[src/rtl/can_control_field_tx.sv]
// ============================================================================
// Module  : can_control_field_tx
// Brief   : CAN control-field serializer (base/extended, classic/FD, 6/8/9 bits).
//           Optional macro CAN_CTRL_DLC_DECODE_EN adds the data_bytes output.
// Revision: 1.0 - initial release
// ============================================================================
`default_nettype none

module can_control_field_tx #(
    parameter int FD_SUPPORT = 1,
    parameter int IDX_W      = 4
) (
    input  logic             clock,
    input  logic             reset_n,
    input  logic             enable,
    input  logic             start,
    input  logic             sample_point,
    input  logic             stuff_bit_inserted,
    input  logic             ide,
    input  logic             fdf,
    input  logic             brs,
    input  logic             esi,
    input  logic [3:0]       dlc,
    output logic             control_bit,
    output logic [IDX_W-1:0] bit_index,
    output logic             busy,
    output logic             brs_switch,
    output logic             control_complete
`ifdef CAN_CTRL_DLC_DECODE_EN
    ,
    output logic [6:0]       data_bytes
`endif
);

    localparam logic [1:0] c_idle  = 2'd0;
    localparam logic [1:0] c_load  = 2'd1;
    localparam logic [1:0] c_shift = 2'd2;
    localparam logic [1:0] c_done  = 2'd3;
    localparam logic       c_fd_en = (FD_SUPPORT != 0);

    logic [1:0]       r_state;
    logic [8:0]       r_shift;
    logic [3:0]       r_len;
    logic             r_ide;
    logic             r_fdf;
    logic             r_brs;
    logic             r_esi;
    logic [3:0]       r_dlc;

    logic [8:0]       w_pattern;
    logic [3:0]       w_len;
    logic             w_advance;
    logic             w_last;
    logic [IDX_W-1:0] w_brs_pos;

    // Field image left-aligned in 9 bits, unused tail filled with recessive 1s.
    always_comb begin
        w_pattern = 9'h1FF;
        w_len     = 4'd6;
        case ({r_fdf, r_ide})
            2'b10: begin
                w_pattern = {1'b0, 1'b1, 1'b0, r_brs, r_esi, r_dlc};
                w_len     = 4'd9;
            end
            2'b11: begin
                w_pattern = {1'b1, 1'b0, r_brs, r_esi, r_dlc, 1'b1};
                w_len     = 4'd8;
            end
            default: begin
                w_pattern = {2'b00, r_dlc, 3'b111};
                w_len     = 4'd6;
            end
        endcase
    end

    assign w_advance = sample_point & ~stuff_bit_inserted;
    assign w_last    = (bit_index == IDX_W'(r_len - 4'd1));
    assign w_brs_pos = r_ide ? IDX_W'(2) : IDX_W'(3);
    assign busy      = (r_state == c_load) || (r_state == c_shift);

    always_ff @(posedge clock or negedge reset_n) begin
        if (!reset_n) begin
            r_state          <= c_idle;
            r_shift          <= '1;
            r_len            <= 4'd6;
            {r_ide, r_fdf, r_brs, r_esi} <= 4'b0000;
            r_dlc            <= 4'd0;
            control_bit      <= 1'b1;
            bit_index        <= '0;
            brs_switch       <= 1'b0;
            control_complete <= 1'b0;
        end else if (!enable) begin
            r_state          <= c_idle;
            r_shift          <= '1;
            r_len            <= 4'd6;
            {r_ide, r_fdf, r_brs, r_esi} <= 4'b0000;
            r_dlc            <= 4'd0;
            control_bit      <= 1'b1;
            bit_index        <= '0;
            brs_switch       <= 1'b0;
            control_complete <= 1'b0;
        end else begin
            brs_switch       <= 1'b0;
            control_complete <= 1'b0;
            case (r_state)
                c_idle: begin
                    if (start) begin
                        r_ide   <= ide;
                        r_fdf   <= fdf & c_fd_en;
                        r_brs   <= brs;
                        r_esi   <= esi;
                        r_dlc   <= dlc;
                        r_state <= c_load;
                    end
                end
                c_load: begin
                    r_shift     <= w_pattern;
                    r_len       <= w_len;
                    control_bit <= w_pattern[8];
                    bit_index   <= '0;
                    r_state     <= c_shift;
                end
                c_shift: begin
                    if (w_advance) begin
                        if (w_last) begin
                            r_state          <= c_done;
                            control_complete <= 1'b1;
                            control_bit      <= 1'b1;
                            r_shift          <= '1;
                        end else begin
                            r_shift     <= {r_shift[7:0], 1'b1};
                            control_bit <= r_shift[7];
                            bit_index   <= bit_index + IDX_W'(1);
                        end
                        if (r_fdf && r_brs && (bit_index == w_brs_pos)) begin
                            brs_switch <= 1'b1;
                        end
                    end
                end
                c_done: begin
                    bit_index <= '0;
                    r_state   <= c_idle;
                end
                default: r_state <= c_idle;
            endcase
        end
    end

`ifdef CAN_CTRL_DLC_DECODE_EN
    function automatic logic [6:0] decode_bytes(input logic is_fd, input logic [3:0] code);
        logic [6:0] n;
        n = {3'b000, code};
        if (!is_fd) begin
            if (code > 4'd8) n = 7'd8;
        end else begin
            case (code)
                4'd9:    n = 7'd12;
                4'd10:   n = 7'd16;
                4'd11:   n = 7'd20;
                4'd12:   n = 7'd24;
                4'd13:   n = 7'd32;
                4'd14:   n = 7'd48;
                4'd15:   n = 7'd64;
                default: n = {3'b000, code};
            endcase
        end
        return n;
    endfunction

    always_ff @(posedge clock or negedge reset_n) begin
        if (!reset_n) begin
            data_bytes <= 7'd0;
        end else if (!enable) begin
            data_bytes <= 7'd0;
        end else if (r_state == c_load) begin
            data_bytes <= decode_bytes(r_fdf, r_dlc);
        end
    end
`else
    // Payload-length decode not built in this configuration.
`endif

endmodule

`default_nettype wire

[config.mk]
export PLATFORM = sky130hd
export DESIGN_NAME = can_control_field_tx
export DESIGN_NICKNAME = d
export VERILOG_FILES = /design/src/rtl/can_control_field_tx.sv
export SDC_FILE = /design/constraint.sdc
export NUM_CORES = 1
export LEC_CHECK = 0
export BUFFER_PORTS_ARGS = -buffer_cell sky130_fd_sc_hd__buf_4
export CAP_MARGIN = 0
export CELL_PAD_IN_SITES_DETAIL_PLACEMENT = 0
export CELL_PAD_IN_SITES_GLOBAL_PLACEMENT = 1
export CORE_MARGIN = 1.5
export CORE_UTILIZATION = 43
export DETAILED_ROUTE_END_ITERATION = 10
export HOLD_SLACK_MARGIN = 0.1
export PLACE_DENSITY_LB_ADDON = 0.1
export REMOVE_ABC_BUFFERS = 1
export SLEW_MARGIN = 20
export SYNTH_ARGS = -nofsm -noshare
export SYNTH_HDL_FRONTEND = slang
export SYNTH_SLANG_ARGS = --single-unit
[constraint.sdc]
create_clock -name clock -period 2.5 [get_ports clock]
set_input_delay 0.125 -clock clock [delete_from_list [all_inputs] [get_ports clock]]
set_output_delay 0.125 -clock clock [all_outputs]
set_load 0.02 [all_outputs]
Word-level counts from Yosys, hierarchy flattened
Index checks and enable logic that the tools add are counted.
- output and inout port bits: 8
- flip-flop bits (word level): 29
- bits of input ports: 14
- word-level logic and storage cells: 86
- bitwise logic cells: 2
- eq/ne operators: 16
- reduce and logical (&&, ||, !) cells: 9
- muxes and demuxes: 45
- add/sub/neg operators: 2
- operators by type and width (cell ; number):
    two-way mux 4 bit ; 8
    two-way mux 1 bit ; 24
    two-way mux 8 bit ; 3
    one-hot mux 9 bit (2 select lines) ; 1
    one-hot mux 4 bit (2 select lines) ; 2
    one-hot mux 8 bit (2 select lines) ; 1
    != test 3 bit, second input constant ; 4
    == test 2 bit, second input constant ; 4
    two-way mux 2 bit ; 4
    one-hot mux 2 bit (4 select lines) ; 1
    != test 2 x 1 -> 1 bit, second input constant ; 3
    AND reduction 3 bit ; 2
    adder 4 x 1 -> 4 bit, second input constant ; 1
    == test 4 x 2 -> 1 bit ; 1
    == test 4 bit ; 1
    AND reduction 2 bit ; 2
    subtractor 4 x 1 -> 4 bit, second input constant ; 1
    != test 3 x 1 -> 1 bit, second input constant ; 1
    != test 3 x 2 -> 1 bit, second input constant ; 1
    == test 2 x 1 -> 1 bit, second input constant ; 1
    logical AND 1 bit ; 2
    logical NOT 2 bit ; 1
    one-hot mux 1 bit (2 select lines) ; 1
    OR reduction 2 bit ; 1
    3 further kinds ; 3

Longest topological paths before layout
Gate-level depths: netlist of the first run.
- depth after elaboration: 7
- mapped depth: 7
- gate-level depth less buffers: 6

Worst setup path before layout of the first run
OpenSTA, ideal clock, no wires.
- path type: reg-to-reg
- start point: register r_len[2]
- end point: register bit_index[0]
- stages on the path, launching flop included: 8
- clock period less this slack: 1864 ps
- library setup time: 136 ps
- path slack: 636 ps
- buffers on the path: 1
- data arrival time: 1728 ps
- data required time: 2364 ps
- cells stage by stage: dfstp_2 inv_1 ha_1 xnor3_1 and4_1 buf_6 o221ai_4 mux2i_1
- cells in the longest elaborated chain, start to end: 4
- RTL lines (what ; RTL line ; text):
    start, declared ; 43 ; logic [3:0] r_len;
    start signal, assigned ; 118 ; r_len <= w_len;
    subtractor 4 x 1 -> 4 bit ; 77 ; assign w_last = (bit_index == IDX_W'(r_len - 4'd1));
    == test 4 bit ; 77 ;
    != test 3 bit (no line) ; n/a ;
    AND reduction 3 bit (no line) ; n/a ;
    end signal, assigned ; 133 ; bit_index <= bit_index + IDX_W'(1);
    end, declared ; 25 ; output logic [IDX_W-1:0] bit_index,
No other way between the ends.
A chain may end at the register's enable or synchronous reset.

Final worst setup path of the first run
- start point: register r_len[2]
- end point: register bit_index[1]
Same word-level chain as after synthesis.

==> results.cfg, run 1 <==
[worst_setup_path]
rr_endpoint = bit_index[1]$_DFFE_PN0P_
path_class = reg -> reg
reg2reg_depth = 6
cp.required_ns = 2.70
crit_fanout = 9
r2r_start = r_len[2]$_DFFE_PN1P_
arrival_ns = 2.36
rrSetupSlack_ns = 0.34
startpoint_type = register
worst_setup_path_end_kind = register

[grt]
overflow = 0
grt_antenna_before_repair = 0
grt_usage_pct = 19.5
grt_pass1_vias = 1279
grt_max_degree = 29
grt_pass1_wl_mm = 6.37

[routing]
wire_per_inst_um = 15.4
first_iter_violations = 49
drt-vias-per-instance = 5.45
drt-total-wl_mm = 3.73
post-route-drc-count = 0
vias = 1320
dr.pass1.iters = 4
final_antenna_net_count = 0

[timing]
hold_viol_final = 0
rsz0062_at_grt = no
drv_slew = 0
setup_viol = 0
fin_crit_sh_pct = 86.5
fin_crit_ns = 2.16
skew_ns = 0.00831
relSlewSlack_pct = 67.4
setup_tns_ns = 0
tightest_slew_ns = 0.489
max_freq_mhz = 462

[power]
sequentialPowerShare_pct = 45.9
p_per_area_mw_per_mm2 = 751
ir_drop_mv = 0.412
p_int_w = 0.000923
p_leak_nw = 0.809
power_frac_comb_pct = 34.2
p_sw_w = 0.000513
p_sw_share_pct = 35.7
p_clk_share_pct = 19.9

[worst_hold_path]
whs_path_depth = 3
hold_class = in -> reg
worstHoldEndpoint = r_dlc[0]$_DFFE_PN0P_
min_from = dlc[0]

[clock_network]
cts-resized-gates = 0
cts_max_level = 1
cts_buffers = 3
tritoncts = built
cts_root_buffer = clkbuf_8
clock_sinks = 28
clock_path_buffers = 2
clk_latency_ns = 0.28
clk_pin_slew_worst_paths_ns = 0.10

[synthesis]
synth_warnings = 0
ys_ff_latch = 28
ys.flop_type = dfrtp_1
synth_cell_types = 33
synth_edf_count = 0
syn_inst = 173
async_reset_ff_share_pct = 100
ys_seq_area_share_pct = 43.4
synth_area_mm2 = 0.00164
postSynthAreaPerCell_um2 = 9.50

[final_layout]
final_nets = 217
layout-drive-gt1-share_pct = 21.1
area_growth_pct = 16.5
diodes = 0
stdcell_count = 242
mostFrequentLayoutCell = buf_4
most-common-layout-cells = 24 x buf_4, 18 x nand2_1, 18 x dfrtp_1

[die]
core_area_mm2 = 0.00366
io-pin-count = 22
fp-row-count = 22
initial_utilization_pct = 44.9
die_x_um = 64.8
die-height_um = 64.8
die_area_mm2 = 0.00420

[outcome]
outcome = finished, final reports clean

[placed_design]
place_congestion = 0.762
place_inst = 236
io_buffer_count = 21
dpl.hpwl_mm = 2.66

[job]
cap_violations = 0
[registers in the layout (all words and copies together) (netlist names), 2 cells and up]
register,flops
bit_index,4
r_dlc,4
r_shift,8
r_len,3
r_state,2
[synth_stat cells (all sizes together), types with 5 or more instances]
master	number	area share, %
nand2	18	4.1
a21oi	9	3.4
dfstp	10	16
nor2b	5	1.9
mux2i	8	4.9
inv	10	2.3
nor2	16	3.7
dfrtp	18	27
nor3	5	1.5
o22ai	6	2.3
a21boi	10	4.6
o21ai	5	1.5
ha	8	6.1
nand3	10	3.0
clkbuf	5	1.1
[through the flow]
| step | power, W | hold WS, ns | worst slack (ns) | utilization, % | area [um2] |
|---|---|---|---|---|---|
| 6_report | 0.00144 | 0.112 | 0.337 | 52.3 | 1910 |
| 5_1_grt | 0.00154 | 0.114 | 0.218 | 52.3 | 1910 |
| 4_1_cts | 0.00145 | 0.109 | 0.343 | 52.3 | 1910 |
| 3_5_place_dp | 0.00116 | 0.0612 | 0.383 | 50.2 | 1840 |
| 3_3_place_gp | 0.00114 | 0.0630 | 0.431 | 50.2 | 1840 |
| 2_1_floorplan | 0.000986 | -0.171 | 0.587 | - | 1600 |
[routing by layer]
metal	up-vias	track usage [%]	wire length (um)
met3	4	2.08	135
met5	-	0	0
li1	645	-	-
met2	35	31.7	1740
met1	636	27.7	1820
met4	0	5.59	41
[repair_timing]
action	CTS	global route
buffers inserted	0	0
hold buffers	2	0
endpoints found under the hold margin	29	0
[power groups by stage]
stage | Combinational, W | Sequential [W] | Clock, W
floorplan | 0.000338 | 0.000647 | 0
global placement | 0.000478 | 0.000663 | 0
detailed placement | 0.000489 | 0.000670 | 0
CTS | 0.000493 | 0.000661 | 0.000296
global route | 0.000553 | 0.000673 | 0.000312
finish | 0.000491 | 0.000659 | 0.000286
[logic make-up after synthesis]
family	Yosys count	synth area share (%)
AOI/OAI and AO/OA	39	17.7
xor gates and xnor gates	6	4.04
adders and majority gates	8	6.09
buffers and inverters	19	5.03
DFF	28	43.4
muxes	8	4.87
and+or+nand+nor	65	18.9
[how the worst max path moves through the flow]
stage,startpoint,end,slack [ns],cells past startpoint
6_report,r_len[2]$_DFFE_PN1P_,bit_index[1]$_DFFE_PN0P_,0.34,6
3_3_place_gp,r_len[2]$_DFFE_PN1P_,bit_index[3]$_DFFE_PN0P_,0.43,6
3_5_place_dp,r_len[2]$_DFFE_PN1P_,bit_index[1]$_DFFE_PN0P_,0.38,6
2_1_floorplan,r_len[2]$_DFFE_PN1P_,bit_index[3]$_DFFE_PN0P_,0.59,6
4_1_cts,r_len[2]$_DFFE_PN1P_,bit_index[1]$_DFFE_PN0P_,0.34,6
5_1_grt,r_len[2]$_DFFE_PN1P_,bit_index[1]$_DFFE_PN0P_,0.22,6
[area by class of cell]
type / instances / area [um2]
clock buffers: 4 / 55.1
fillers: 343 / 1750
inverters: 10 / 37.5
multi-input cells: 126 / 847
flip-flops and latches: 28 / 713
well taps: 48 / 60.1
repair buffers: 26 / 200
[critical path: stages (launching register included)]
cell and delay [ns]:
dfstp_2 0.54, inv_1 0.05, ha_1 0.17, xnor3_1 0.43, and4_1 0.53, o221ai_4 0.18, o21ai_0 0.17
No activity file was read; power rests on OpenSTA's default activity.
==> run 2, diff against run 1 <==
--- a/config.mk
+++ b/config.mk
@@ -14,6 +14,7 @@
 export DETAILED_ROUTE_END_ITERATION = 10
 export HOLD_SLACK_MARGIN = 0.1
 export PLACE_DENSITY_LB_ADDON = 0.1
+export RECOVER_POWER = 50
 export REMOVE_ABC_BUFFERS = 1
 export SLEW_MARGIN = 20
 export SYNTH_ARGS = -nofsm -noshare
==> run 2 against run 1 <==
Utilization shrank 0.51 points. Cell count is the same. Maximum frequency about the same. Combinational power barely moved. First-iteration DRC count down 22%.
==> results.cfg, run 2 (synthesis results as in run 1) <==
[final_layout]
fillers = 348
area_growth_pct = 15.3
final_nets = 217
mostFrequentLayoutCell = buf_4
most-common-layout-cells = 19 x buf_4, 18 x nand2_1, 18 x dfrtp_1
multi_input_area_um2 = 847
regMostFlops = r_shift
layout-drive-gt1-share_pct = 18.6
final-seq-area_um2 = 713
stdcell_count = 242
top_regs = r_shift: 8 flops, bit_index: 4 flops, r_dlc: 4 flops
diodes = 0
largest_reg_flops = 8

[routing]
drt-vias-per-instance = 5.46
dr.pass1.iters = 4
post-route-drc-count = 0
first_iter_violations = 38
wire_per_inst_um = 15.4
drt-total-wl_mm = 3.73
vias = 1322
final_antenna_net_count = 0

[grt]
grt_max_degree = 29
grt_pass1_wl_mm = 6.37
grt_antenna_before_repair = 0
overflow = 0
grt_pass1_vias = 1279
grt_usage_pct = 19.5

[timing]
fin_crit_ns = 2.16
hold_viol_final = 0
rsz0062_at_grt = no
tightest_slew_ns = 1.47
setup_tns_ns = 0
relSlewSlack_pct = 1.77
max_freq_mhz = 462
timing.final.ws_setup_ns = 0.336
fin_crit_sh_pct = 86.5
drv_slew = 0
skew_ns = 0.00829
setup_viol = 0
hold_slack_ns = 0.112

[worst_setup_path]
r2r_start = r_len[2]$_DFFE_PN1P_
cp.required_ns = 2.70
arrival_ns = 2.36
worst_setup_path_end_kind = register
crit_chain = inv_1, ha_1, xnor3_1, and4_1, o221ai_4, o21ai_0
startpoint_type = register
crit_fanout = 9
rr_endpoint = bit_index[1]$_DFFE_PN0P_
cp_num_buf_inv = 1
startpoint = r_len[2]$_DFFE_PN1P_
rrSetupSlack_ns = 0.34
crit_path_max_incr_delay_ns = 0.54
cp_top_family = flip-flops
reg2reg_depth = 6
cpMaxStageDelayCell = dfstp_2
path_class = reg -> reg

[job]
cap_violations = 0

[power]
p_per_area_mw_per_mm2 = 757
p_leak_nw = 0.788
ir_drop_mv = 0.411
p_total_w = 0.00143

[placed_design]
place_inst = 236
dp_slack_ns = 0.383
dpl.hpwl_mm = 2.66
place_congestion = 0.762
io_buffer_count = 21

[worst_hold_path]
worstHoldEndpoint = r_dlc[0]$_DFFE_PN0P_
hold_class = in -> reg
whs_path_depth = 3
min_from = dlc[0]

[die]
initial_utilization_pct = 44.9
io-pin-count = 22
die_x_um = 64.8
core_area_mm2 = 0.00366
fp-row-count = 22
die-height_um = 64.8
die_area_mm2 = 0.00420

[clock_network]
clk_pin_slew_worst_paths_ns = 0.10
clk_latency_ns = 0.28
tritoncts = built
post-cts-setup-buffers = 0
cts_max_level = 1
clock_path_buffers = 2
cts_root_buffer = clkbuf_8
cts_buffers = 3
cts-resized-gates = 0
clock_sinks = 28

[outcome]
outcome = finished, final reports clean
-- run 2: worst max path at each step --
stage                               end  slack, ns  cells after the start
6_report       bit_index[1]$_DFFE_PN0P_       0.34                      6
5_1_grt        bit_index[1]$_DFFE_PN0P_       0.22                      6
4_1_cts        bit_index[1]$_DFFE_PN0P_       0.34                      6
3_5_place_dp   bit_index[1]$_DFFE_PN0P_       0.38                      6
3_3_place_gp   bit_index[3]$_DFFE_PN0P_       0.43                      6
2_1_floorplan  bit_index[3]$_DFFE_PN0P_       0.59                      6
-- run 2: repair_timing --
| action | CTS | global route |
|---|---|---|
| setup endpoints to repair | 0 | 0 |
| hold buffers | 2 | 0 |
| hold endpoints to repair | 29 | 0 |
-- run 2: tightest hold or removal path, stage by stage --
cell	delay, ns
buf_4	0.11
nand3_1	0.06
a21boi_0	0.07
-- run 2: layer usage --
layer | global-route usage, % | vias to the layer above | wire length [um]
met4 | 5.59 | 0 | 41
met3 | 2.08 | 4 | 139
li1 | - | 645 | -
met2 | 31.7 | 35 | 1740
met1 | 27.7 | 638 | 1820
met5 | 0 | - | 0
-- run 2: layout make-up --
class | instances | share of cell area, %
well taps | 48 | 3.17
clock buffers | 4 | 2.91
multi-input cells | 126 | 44.7
repair buffers | 26 | 9.58
flip-flops and latches | 28 | 37.6
inverters | 10 | 1.98
-- run 2: through the flow --
| step | instance area, um2 | util, % |
|---|---|---|
| final | 1890 | 51.7 |
| after global routing | 1890 | 51.7 |
| after CTS | 1910 | 52.3 |
| after detailed placement | 1840 | 50.2 |
| after global placement | 1840 | 50.2 |
| after floorplan | 1600 | - |
-- run 2: power breakdown --
group          leakage (nW)  switching (W)  internal [W]
clock network        0.0288       0.000145      0.000141
registers             0.351      0.0000852      0.000573
logic                 0.408       0.000283      0.000208
